### src/rtl/alu_pkg.sv
// Shared ALU op codes, RV32I opcode constants and the decoded request
// payload used by the ALU issue stage.
package alu_pkg;

    typedef enum logic [3:0] {
        ALU_AND  = 4'b0000,
        ALU_OR   = 4'b0001,
        ALU_ADD  = 4'b0010,
        ALU_XOR  = 4'b0011,
        ALU_SLL  = 4'b0100,
        ALU_SRL  = 4'b0101,
        ALU_SUB  = 4'b0110,
        ALU_SRA  = 4'b0111,
        ALU_SLT  = 4'b1000,
        ALU_SLTU = 4'b1010
    } alu_op_e;

    localparam logic [6:0] OPC_OP     = 7'b0110011;
    localparam logic [6:0] OPC_OP_IMM = 7'b0010011;
    localparam logic [6:0] OPC_LOAD   = 7'b0000011;
    localparam logic [6:0] OPC_STORE  = 7'b0100011;
    localparam logic [6:0] OPC_BRANCH = 7'b1100011;
    localparam logic [6:0] OPC_LUI    = 7'b0110111;
    localparam logic [6:0] OPC_AUIPC  = 7'b0010111;
    localparam logic [6:0] OPC_JAL    = 7'b1101111;
    localparam logic [6:0] OPC_JALR   = 7'b1100111;

    typedef struct packed {
        alu_op_e     op;
        logic [31:0] a;
        logic [31:0] b;
        logic [2:0]  funct3;
        logic        illegal;
    } alu_req_t;

    // funct3 mapping for the funct7=0 register/immediate arithmetic group
    function automatic alu_op_e f3_to_op(input logic [2:0] f3);
        case (f3)
            3'b000:  return ALU_ADD;
            3'b001:  return ALU_SLL;
            3'b010:  return ALU_SLT;
            3'b011:  return ALU_SLTU;
            3'b100:  return ALU_XOR;
            3'b101:  return ALU_SRL;
            3'b110:  return ALU_OR;
            3'b111:  return ALU_AND;
            default: return ALU_ADD;
        endcase
    endfunction

endpackage

### src/rtl/alu_issue_decode.sv
// Combinational RV32I decode: instruction, PC and register operands to an
// ALU request. Illegal encodings collapse to ADD 0,0 with the flag set.
module alu_issue_decode
    import alu_pkg::*;
(
    input  logic [31:0] instr_i,
    input  logic [31:0] pc_i,
    input  logic [31:0] rs1_data_i,
    input  logic [31:0] rs2_data_i,
    output alu_req_t    req_o
);

    logic [6:0]  opcode_s;
    logic [2:0]  f3_s;
    logic [6:0]  f7_s;
    logic [31:0] i_imm_s;
    logic [31:0] s_imm_s;
    logic [31:0] u_imm_s;
    logic [31:0] shamt_s;
    alu_op_e     op_s;
    logic [31:0] a_s;
    logic [31:0] b_s;
    logic        illegal_s;

    assign opcode_s = instr_i[6:0];
    assign f3_s     = instr_i[14:12];
    assign f7_s     = instr_i[31:25];
    assign i_imm_s  = {{20{instr_i[31]}}, instr_i[31:20]};
    assign s_imm_s  = {{20{instr_i[31]}}, instr_i[31:25], instr_i[11:7]};
    assign u_imm_s  = {instr_i[31:12], 12'd0};
    assign shamt_s  = {27'd0, instr_i[24:20]};

    // opcode class decode and operand selection
    always_comb begin
        op_s      = ALU_ADD;
        a_s       = 32'd0;
        b_s       = 32'd0;
        illegal_s = 1'b0;
        case (opcode_s)
            OPC_OP: begin
                a_s = rs1_data_i;
                b_s = rs2_data_i;
                if (f7_s == 7'b0000000) begin
                    op_s = f3_to_op(f3_s);
                end else if ((f7_s == 7'b0100000) && (f3_s == 3'b000)) begin
                    op_s = ALU_SUB;
                end else if ((f7_s == 7'b0100000) && (f3_s == 3'b101)) begin
                    op_s = ALU_SRA;
                end else begin
                    illegal_s = 1'b1;
                end
            end
            OPC_OP_IMM: begin
                a_s  = rs1_data_i;
                op_s = f3_to_op(f3_s);
                // shift immediates carry the funct7 field in imm[11:5]
                if (f3_s == 3'b001) begin
                    b_s       = shamt_s;
                    illegal_s = (f7_s != 7'b0000000);
                end else if (f3_s == 3'b101) begin
                    b_s = shamt_s;
                    if (f7_s == 7'b0000000) begin
                        op_s = ALU_SRL;
                    end else if (f7_s == 7'b0100000) begin
                        op_s = ALU_SRA;
                    end else begin
                        illegal_s = 1'b1;
                    end
                end else begin
                    b_s = i_imm_s;
                end
            end
            OPC_LOAD, OPC_JALR: begin
                a_s = rs1_data_i;
                b_s = i_imm_s;
            end
            OPC_STORE: begin
                a_s = rs1_data_i;
                b_s = s_imm_s;
            end
            OPC_BRANCH: begin
                a_s = rs1_data_i;
                b_s = rs2_data_i;
                case (f3_s)
                    3'b000, 3'b001: op_s = ALU_SUB;
                    3'b100, 3'b101: op_s = ALU_SLT;
                    3'b110, 3'b111: op_s = ALU_SLTU;
                    default:        illegal_s = 1'b1;
                endcase
            end
            OPC_LUI: begin
                b_s = u_imm_s;
            end
            OPC_AUIPC: begin
                a_s = pc_i;
                b_s = u_imm_s;
            end
            OPC_JAL: begin
                a_s = pc_i;
                b_s = 32'd4;
            end
            default: begin
                illegal_s = 1'b1;
            end
        endcase
    end

    assign req_o.op      = illegal_s ? ALU_ADD : op_s;
    assign req_o.a       = illegal_s ? 32'd0 : a_s;
    assign req_o.b       = illegal_s ? 32'd0 : b_s;
    assign req_o.funct3  = f3_s;
    assign req_o.illegal = illegal_s;

endmodule

### src/rtl/alu_op_issue.sv
// ALU issue stage: decode plus a registered output behind valid/ready, with an
// optional skid entry so instr_ready_o never depends on op_ready_i.
module alu_op_issue
    import alu_pkg::*;
#(
    parameter int XLEN    = 32,
    parameter int SKID_EN = 1
) (
    input  logic            clk_i,
    input  logic            rst_i,
    input  logic            instr_valid_i,
    output logic            instr_ready_o,
    input  logic [31:0]     instr_i,
    input  logic [XLEN-1:0] pc_i,
    input  logic [XLEN-1:0] rs1_data_i,
    input  logic [XLEN-1:0] rs2_data_i,
    output logic            op_valid_o,
    input  logic            op_ready_i,
    output logic [3:0]      alu_control_op_o,
    output logic [XLEN-1:0] a_num_o,
    output logic [XLEN-1:0] b_num_o,
    output logic [2:0]      funct3_o,
    output logic            illegal_o
);

    alu_req_t dec_s;
    alu_req_t out_r;
    alu_req_t out_nxt_s;
    alu_req_t skid_r;
    alu_req_t skid_nxt_s;
    logic     out_valid_r;
    logic     out_valid_nxt_s;
    logic     skid_valid_r;
    logic     skid_valid_nxt_s;
    logic     accept_s;
    logic     drain_s;

    alu_issue_decode u_decode (
        .instr_i    (instr_i),
        .pc_i       (pc_i),
        .rs1_data_i (rs1_data_i),
        .rs2_data_i (rs2_data_i),
        .req_o      (dec_s)
    );

    generate
        if (SKID_EN != 0) begin : g_skid
            assign instr_ready_o = ~skid_valid_r & ~rst_i;
        end else begin : g_no_skid
            assign instr_ready_o = (op_ready_i | ~out_valid_r) & ~rst_i;
        end
    endgenerate

    assign accept_s = instr_valid_i & instr_ready_o;
    assign drain_s  = out_valid_r & op_ready_i;

    // next state of the output and skid entries; skid refills output first for FIFO order
    always_comb begin
        out_nxt_s        = out_r;
        out_valid_nxt_s  = out_valid_r;
        skid_nxt_s       = skid_r;
        skid_valid_nxt_s = skid_valid_r;
        if (skid_valid_r) begin
            if (drain_s) begin
                out_nxt_s        = skid_r;
                skid_valid_nxt_s = 1'b0;
            end else begin
                out_valid_nxt_s = 1'b1;
            end
        end else if (accept_s) begin
            if (~out_valid_r | drain_s) begin
                out_nxt_s       = dec_s;
                out_valid_nxt_s = 1'b1;
            end else begin
                skid_nxt_s       = dec_s;
                skid_valid_nxt_s = 1'b1;
            end
        end else if (drain_s) begin
            out_valid_nxt_s = 1'b0;
        end else begin
            out_valid_nxt_s = out_valid_r;
        end
    end

    // state registers, cleared by synchronous reset
    always_ff @(posedge clk_i) begin
        if (rst_i) begin
            out_r        <= '0;
            out_valid_r  <= 1'b0;
            skid_r       <= '0;
            skid_valid_r <= 1'b0;
        end else begin
            out_r        <= out_nxt_s;
            out_valid_r  <= out_valid_nxt_s;
            skid_r       <= skid_nxt_s;
            skid_valid_r <= skid_valid_nxt_s;
        end
    end

    assign op_valid_o       = out_valid_r;
    assign alu_control_op_o = out_r.op;
    assign a_num_o          = out_r.a;
    assign b_num_o          = out_r.b;
    assign funct3_o         = out_r.funct3;
    assign illegal_o        = out_r.illegal;

endmodule

### config.mk
export PLATFORM = sky130hd
export DESIGN_NAME = alu_op_issue
export DESIGN_NICKNAME = d
export VERILOG_FILES = /design/src/rtl/alu_pkg.sv /design/src/rtl/alu_issue_decode.sv /design/src/rtl/alu_op_issue.sv
export SDC_FILE = /design/constraint.sdc
export NUM_CORES = 1
export LEC_CHECK = 0
export ABC_AREA = 1
export BUFFER_PORTS_ARGS = -buffer_cell sky130_fd_sc_hd__buf_2
export CAP_MARGIN = 5
export CORE_MARGIN = 5
export CORE_UTILIZATION = 45
export DETAILED_ROUTE_END_ITERATION = 12
export MAX_ROUTING_LAYER = met4
export PLACE_DENSITY_LB_ADDON = 0.2
export SYNTH_ARGS = -nofsm -noshare
export SYNTH_HDL_FRONTEND = slang
export SYNTH_HIERARCHICAL = 1
export SYNTH_SLANG_ARGS = --single-unit
### constraint.sdc
create_clock -name clk_i -period 3.05 [get_ports clk_i]
set_input_delay 0.305 -clock clk_i [delete_from_list [all_inputs] [get_ports clk_i]]
set_output_delay 0.305 -clock clk_i [all_outputs]
set_load 0.05 [all_outputs]
# After elaboration in Yosys (flattened, before gate mapping)
# Memories as Yosys holds them, arrays and structs flattened.
# Index checks and enable logic that the tools add are counted.
[word_totals]
reg_bits = 146
romBits = 64
inputBits = 132
output_inout_bits = 74
word_cells = 99
n_memories = 2
[classes]
eq_ne = 18
mux = 38
bitwise = 8
n_reduce_logical = 21
[memory_table]
columns = ["name", "depth", "width", "rd", "rd_clocked_by_memory_dff", "write_ports", "line", "source"]
rows = [
  ["(no name shown)", 8, 4, 1, 0, 0, "alu_pkg.sv:38", "case (f3)"],
  ["(no name shown)", 8, 4, 1, 0, 0, "alu_pkg.sv:38", ""],
]
[op_table]
columns = ["operator", "count"]
rows = [
  ["$mux W72", 4],
  ["$pmux W32 S6", 1],
  ["$mux W32", 4],
  ["$pmux W32 S2", 1],
  ["$eq A7 B6 Y1 const B", 4],
  ["$mux W4", 7],
  ["$pmux W4 S3", 2],
  ["$eq A7 B7 Y1 const B", 3],
  ["$reduce_or A6 Y1", 3],
  ["$mux W1", 17],
  ["$eq A7 B5 Y1 const B", 2],
  ["$reduce_or A2 Y1", 7],
  ["$eq A3 B3 Y1 const B", 4],
  ["$reduce_and A3 Y1", 3],
  ["$eq A7 B2 Y1 const B", 1],
  ["$logic_not A7 Y1", 1],
  ["$reduce_bool A7 Y1", 1],
  ["$not A1 Y1", 4],
  ["$pmux W1 S4", 1],
  ["$reduce_bool A2 Y1", 2],
  ["$and A1 B1 Y1", 3],
  ["$eq A3 B1 Y1 const B", 1],
  ["$logic_not A3 Y1", 1],
  ["$mux W3", 1],
  ["other kinds (6)", 7],
]

# Longest topological paths before layout
[depth]
depth_word = 10
mapped_depth = 18
depth_no_buf = 16

# By module
# The synthesis kept the hierarchy.
[by_module_without_submodules]
columns = ["module", "n_inst", "cells_each", "area_per_inst_um2", "seq_area_each_um2"]
rows = [
  ["alu_op_issue", 1, 1172, 7056.8, 2922.8],
  ["alu_issue_decode", 1, 450, 2043.2, 0.0],
]

# Worst setup path after synthesis
# No wires, ideal clock.
[synth_path]
path_type = "register to register"
from = "register skid_valid_r"
to = "register skid_r[10] (netlist name)"
setup_time_ps = 64
arrival_ps = 1810
t_required_ps = 2986
slack_ps = 1176
path_stages_with_launch = 8
path_buffers = 2
synth_period_minus_slack_ps = 1874
path_cell_list = "dfxtp_1 nor2_1 nand2_1 nor2_4 buf_4 buf_4 nor2_1 nor2_1"
[synth_via]
elab_chain_cells = 4
[synth_lines]
columns = ["element", "line", "source"]
rows = [
  ["from (decl)", "alu_op_issue.sv:33", "logic skid_valid_r;"],
  ["from (signal assigned)", "alu_op_issue.sv:96", "skid_valid_r <= skid_valid_nxt_s;"],
  ["$not A1 Y1 (no source line)", "-", ""],
  ["$and A1 B1 Y1", "alu_op_issue.sv:48", "assign instr_ready_o = ~skid_valid_r & ~rst_i;"],
  ["via instr_ready_o", "alu_op_issue.sv:12", "output logic instr_ready_o,"],
  ["$and A1 B1 Y1", "alu_op_issue.sv:54", "assign accept_s = instr_valid_i & instr_ready_o;"],
  ["$reduce_and A3 Y1 (no source line)", "-", ""],
  ["to (signal assigned)", "alu_op_issue.sv:95", "skid_r <= skid_nxt_s;"],
  ["to (decl)", "alu_op_issue.sv:29", "alu_req_t skid_r;"],
]
# The timed path passes the listed nets, and every way through them passes these cells.
# A chain may end at the register's enable or synchronous reset.

==> summary.txt <==
Die
  – CORE AREA: 20100 µm²
  – Ports: 206
  – Starting Density: between 40% and 50%
  – Die H: around 150 µm
  – Die footprint: 23200 µm²
  – Row count: 52
  – Die width: 152 µm

Detailed routing
  – Pre-antenna DRT Iters: 5
  – WL per Instance: 12.8 µm
  – Antenna-violating nets left: 0
  – DRT iter0 DRCs: 553
  – Drt total wl: between 20 and 30 mm
  – Via/cell ratio: 4.79
  – DRC viols: 0
  – DR vias: between 9000 and 10000

Layout
  – Fillers: 2145
  – Finished Layout Cells: about 2000
  – Area grow syn2layout: 18.4%
  – Final net count: between 1500 and 2000
  – Layout cells sized above 1: 15.7%
  – Number of inserted diodes: 0

Critical path
  – R2r setup slk: 1.25 ns
  – Worst-path cell chain: buf_2, inv_1, nand2_1, nor2_4, nand2_1, nand2_2, inv_1, nor2_1, a21oi_1, nor2_1, inv_1, nor2_1, nor2_1, nand3_1, nand2_1, nor2_1
  – Reg2Reg Depth: 6
  – Crit-path max FO: 27
  – Worst EP required: around 3.4 ns
  – Startpoint class of the critical path: primary input
  – Worst path arrival time: 2.63 ns
  – Critical Path End Type: register
  – Worst R2R End: a_num_o[27]
  – R2r startpoint: skid_valid_r
  – CP max stage delay: 0.47 ns
  – Slowest CP cell: nand2_2
  – CP most frequent cell: nor2_1
  – Setup CP Type: primary input to register

Clocking
  – Worst-case clock buffer depth: 2
  – CTS tree: done
  – Post-CTS Resized: 0
  – Clock insertion delay at the later pin of the skew report: between 0.4 and 0.5 ns
  – # hold bufs at CTS: 0
  – H-tree levels: 4
  – Setup bufs post-CTS: 0
  – Clock root cell: clkbuf_16
  – Clock sink count: about 150
  – Worst-path clk slew: 0.06 ns
  – CTS Buf Count: 17

Timing
  – Tmin final: 2.27 ns
  – Worst-Margin Slew: 0.674 ns
  – Final period util: 74.5%
  – Setup TNS: 0 ns
  – Peak Freq: 0.440 GHz
  – Worst Skew: 0.00736 ns
  – RSZ-0062 raised after global routing: no
  – Final max-slew violation count: 0
  – Rel. slew slack: roughly 55%
  – Final setup vio count: 0
  – Final Hold Violating Endpoints: 0

Global routing
  – Number of global-route vias before repair: 8870
  – Global route total overflow: 0
  – First-pass GRT wire length: about 43 mm
  – Largest net degree at the start of global routing: roughly 150
  – Total GRT Usage: 22.8%
  – Initial antenna violation count: 0

Placement
  – GP Congestion: 1.00
  – Cells after DPL: about 2000
  – Post-DP HPWL: 17.3 mm
  – I/O Buffers: roughly 210

Synthesis
  – Leading area contributor after synthesis: dfxtp_1
  – Post-Syn Instances: 1622
  – Synthesized area: 9100 µm²
  – Area fraction of the dominant cell type after synthesis: 32.1%
  – Yosys Warn Count: 6
  – Yosys reg bits: approximately 150
  – Syn_area_per_cell: about 5.6 µm²
  – Dominant cells by area after synthesis: dfxtp_1 (32%), nor2_1 (21%), nand2_1 (15%)
  – Library cells used by synthesis: 30
  – Mapped Nets: ~1800
  – Seq/Total Area, Yosys: 32.1%

Power and ir drop
  – Pwr dens: 470 nW/µm²
  – LEAKAGE: between 5 and 6 nW
  – Final total power: 5.07 mW
  – VDD IR-drop max: 0.000433 V

Hold path
  – HP Start: rst_i
  – Hold endpoint: op_valid_o
  – Hold depth: 2
  – Hold crit path type: primary input to register

Run status
  – Status: completed

Flow run
  – Maxcap violations: 0
worst max path at each step:
stage | from | endpoint | slack (ns) | cells after the start
after floorplan | skid_valid_r | skid_r[10] | 1.18 | 7
after global placement | instr_i[3] | b_num_o[8] | 0.45 | 16
after detailed placement | instr_i[3] | b_num_o[8] | 0.36 | 16
after CTS | instr_i[3] | b_num_o[8] | 0.81 | 16
after global routing | instr_i[3] | b_num_o[6] | 0.51 | 16
final | instr_i[3] | b_num_o[8] | 0.78 | 16
cell usage in the layout (no fill, tap or decap), types with 2 or more instances in the layout:
| cell | netlist | layout |
|---|---|---|
| a21oi_1 | 119 | 119 |
| nand2_2 | 2 | 2 |
| buf_12 | 0 | 9 |
| inv_1 | 204 | 204 |
| dfxtp_1 | 146 | 145 |
| bufinv_16 | 0 | 2 |
| nor2_2 | 3 | 4 |
| clkinv_4 | 0 | 4 |
| clkbuf_16 | 0 | 17 |
| nor2_1 | 517 | 516 |
| buf_2 | 49 | 205 |
| nor2_4 | 2 | 2 |
| buf_4 | 17 | 8 |
| nand3_1 | 127 | 127 |
| nand2_1 | 355 | 355 |
| o211ai_1 | 3 | 3 |
| o21ai_0 | 10 | 10 |
| inv_4 | 0 | 2 |
| inv_8 | 0 | 2 |
| inv_6 | 0 | 2 |
| nand3_2 | 4 | 4 |
| inv_2 | 6 | 5 |
| clkinv_2 | 0 | 2 |
| ha_1 | 6 | 6 |
| nand4_1 | 2 | 2 |
cells by family (layout without fill, tap and decap cells):
| kind of cell | Yosys count | count (layout) | share of synthesized area, % |
|---|---|---|---|
| buffers and inverters | 316 | 464 | 14.7 |
| adders and majority gates | 6 | 6 | 0.825 |
| and+or+nand+nor | 1015 | 1015 | 44.4 |
| DFF | 146 | 146 | 32.1 |
| AOI/OAI and AO/OA | 139 | 139 | 8.00 |
through the flow:
stage / instance area [µm²] / utilization (%) / hold slack, ns / worst slack [ns]
2_1_floorplan: 9100 / - / 0.418 / 1.18
3_3_place_gp: 10200 / 50.6 / 0.456 / 0.453
3_5_place_dp: 10200 / 50.6 / 0.462 / 0.362
4_1_cts: 10800 / 53.6 / 0.189 / 0.805
5_1_grt: 10800 / 53.6 / 0.198 / 0.507
6_report: 10800 / 53.6 / 0.200 / 0.778
per-layer routing:
| layer | up-vias | share of wire (%) | global-route usage [%] |
|---|---|---|---|
| met5 | - | 0 | - |
| met4 | 0 | 2.4 | 7.32 |
| met3 | 34 | 5.4 | 4.03 |
| met2 | 261 | 48 | 38.0 |
| met1 | 4347 | 44 | 28.1 |
| li1 | 5137 | - | - |
sequential cells by signal, summed over array words and instances (netlist names):
signal	count
skid_r	72
a_num_o	32
b_num_o	32
alu_control_op_o	4
funct3_o	3
illegal_o	1
op_valid_o	1
skid_valid_r	1
cells in the mapped netlist:
cell and instances:
a21boi_0 1, a21boi_1 1, a21o_1 1, a21oi_1 119, a21oi_2 1, buf_1 20, buf_2 49, buf_4 17
buf_6 3, clkbuf_1 17, dfxtp_1 146, ha_1 6, inv_1 204, inv_2 6, nand2_1 355, nand2_2 2
nand2_4 1, nand3_1 127, nand3_2 4, nand3b_1 1, nand4_1 2, nor2_1 517, nor2_2 3, nor2_4 2
o211ai_1 3, o21ai_0 10, o21ai_1 1, o21ai_4 1, o21bai_1 1, or2_2 1
worst max-delay path: cells and delay by family:
family / cells / cell delay [ns]
AO/OA/AOI/OAI: 1 / 0.06
AND/OR/NAND/NOR: 11 / 1.78
buffers and inverters: 4 / 0.50
final cells by class:
class | count | area [µm²] | area share [%]
Multi-Input combinational cell | 1160 | 4860 | 45.1
Sequential cell | 146 | 2930 | 27.2
Timing Repair Buffer | 222 | 1270 | 11.7
Inverter | 210 | 791 | 7.34
Clock buffer | 19 | 443 | 4.11
Tap cell | 270 | 338 | 3.13
Clock inverter | 13 | 151 | 1.40
power breakdown:
| group | internal, mW | switching (mW) | total (mW) |
|---|---|---|---|
| clock | 1.24 | 0.865 | 2.11 |
| sequential | 2.00 | 0.0478 | 2.04 |
| combinational | 0.268 | 0.648 | 0.915 |
| total | 3.51 | 1.56 | 5.07 |
Note: power is estimated with default switching activity, not from simulation.
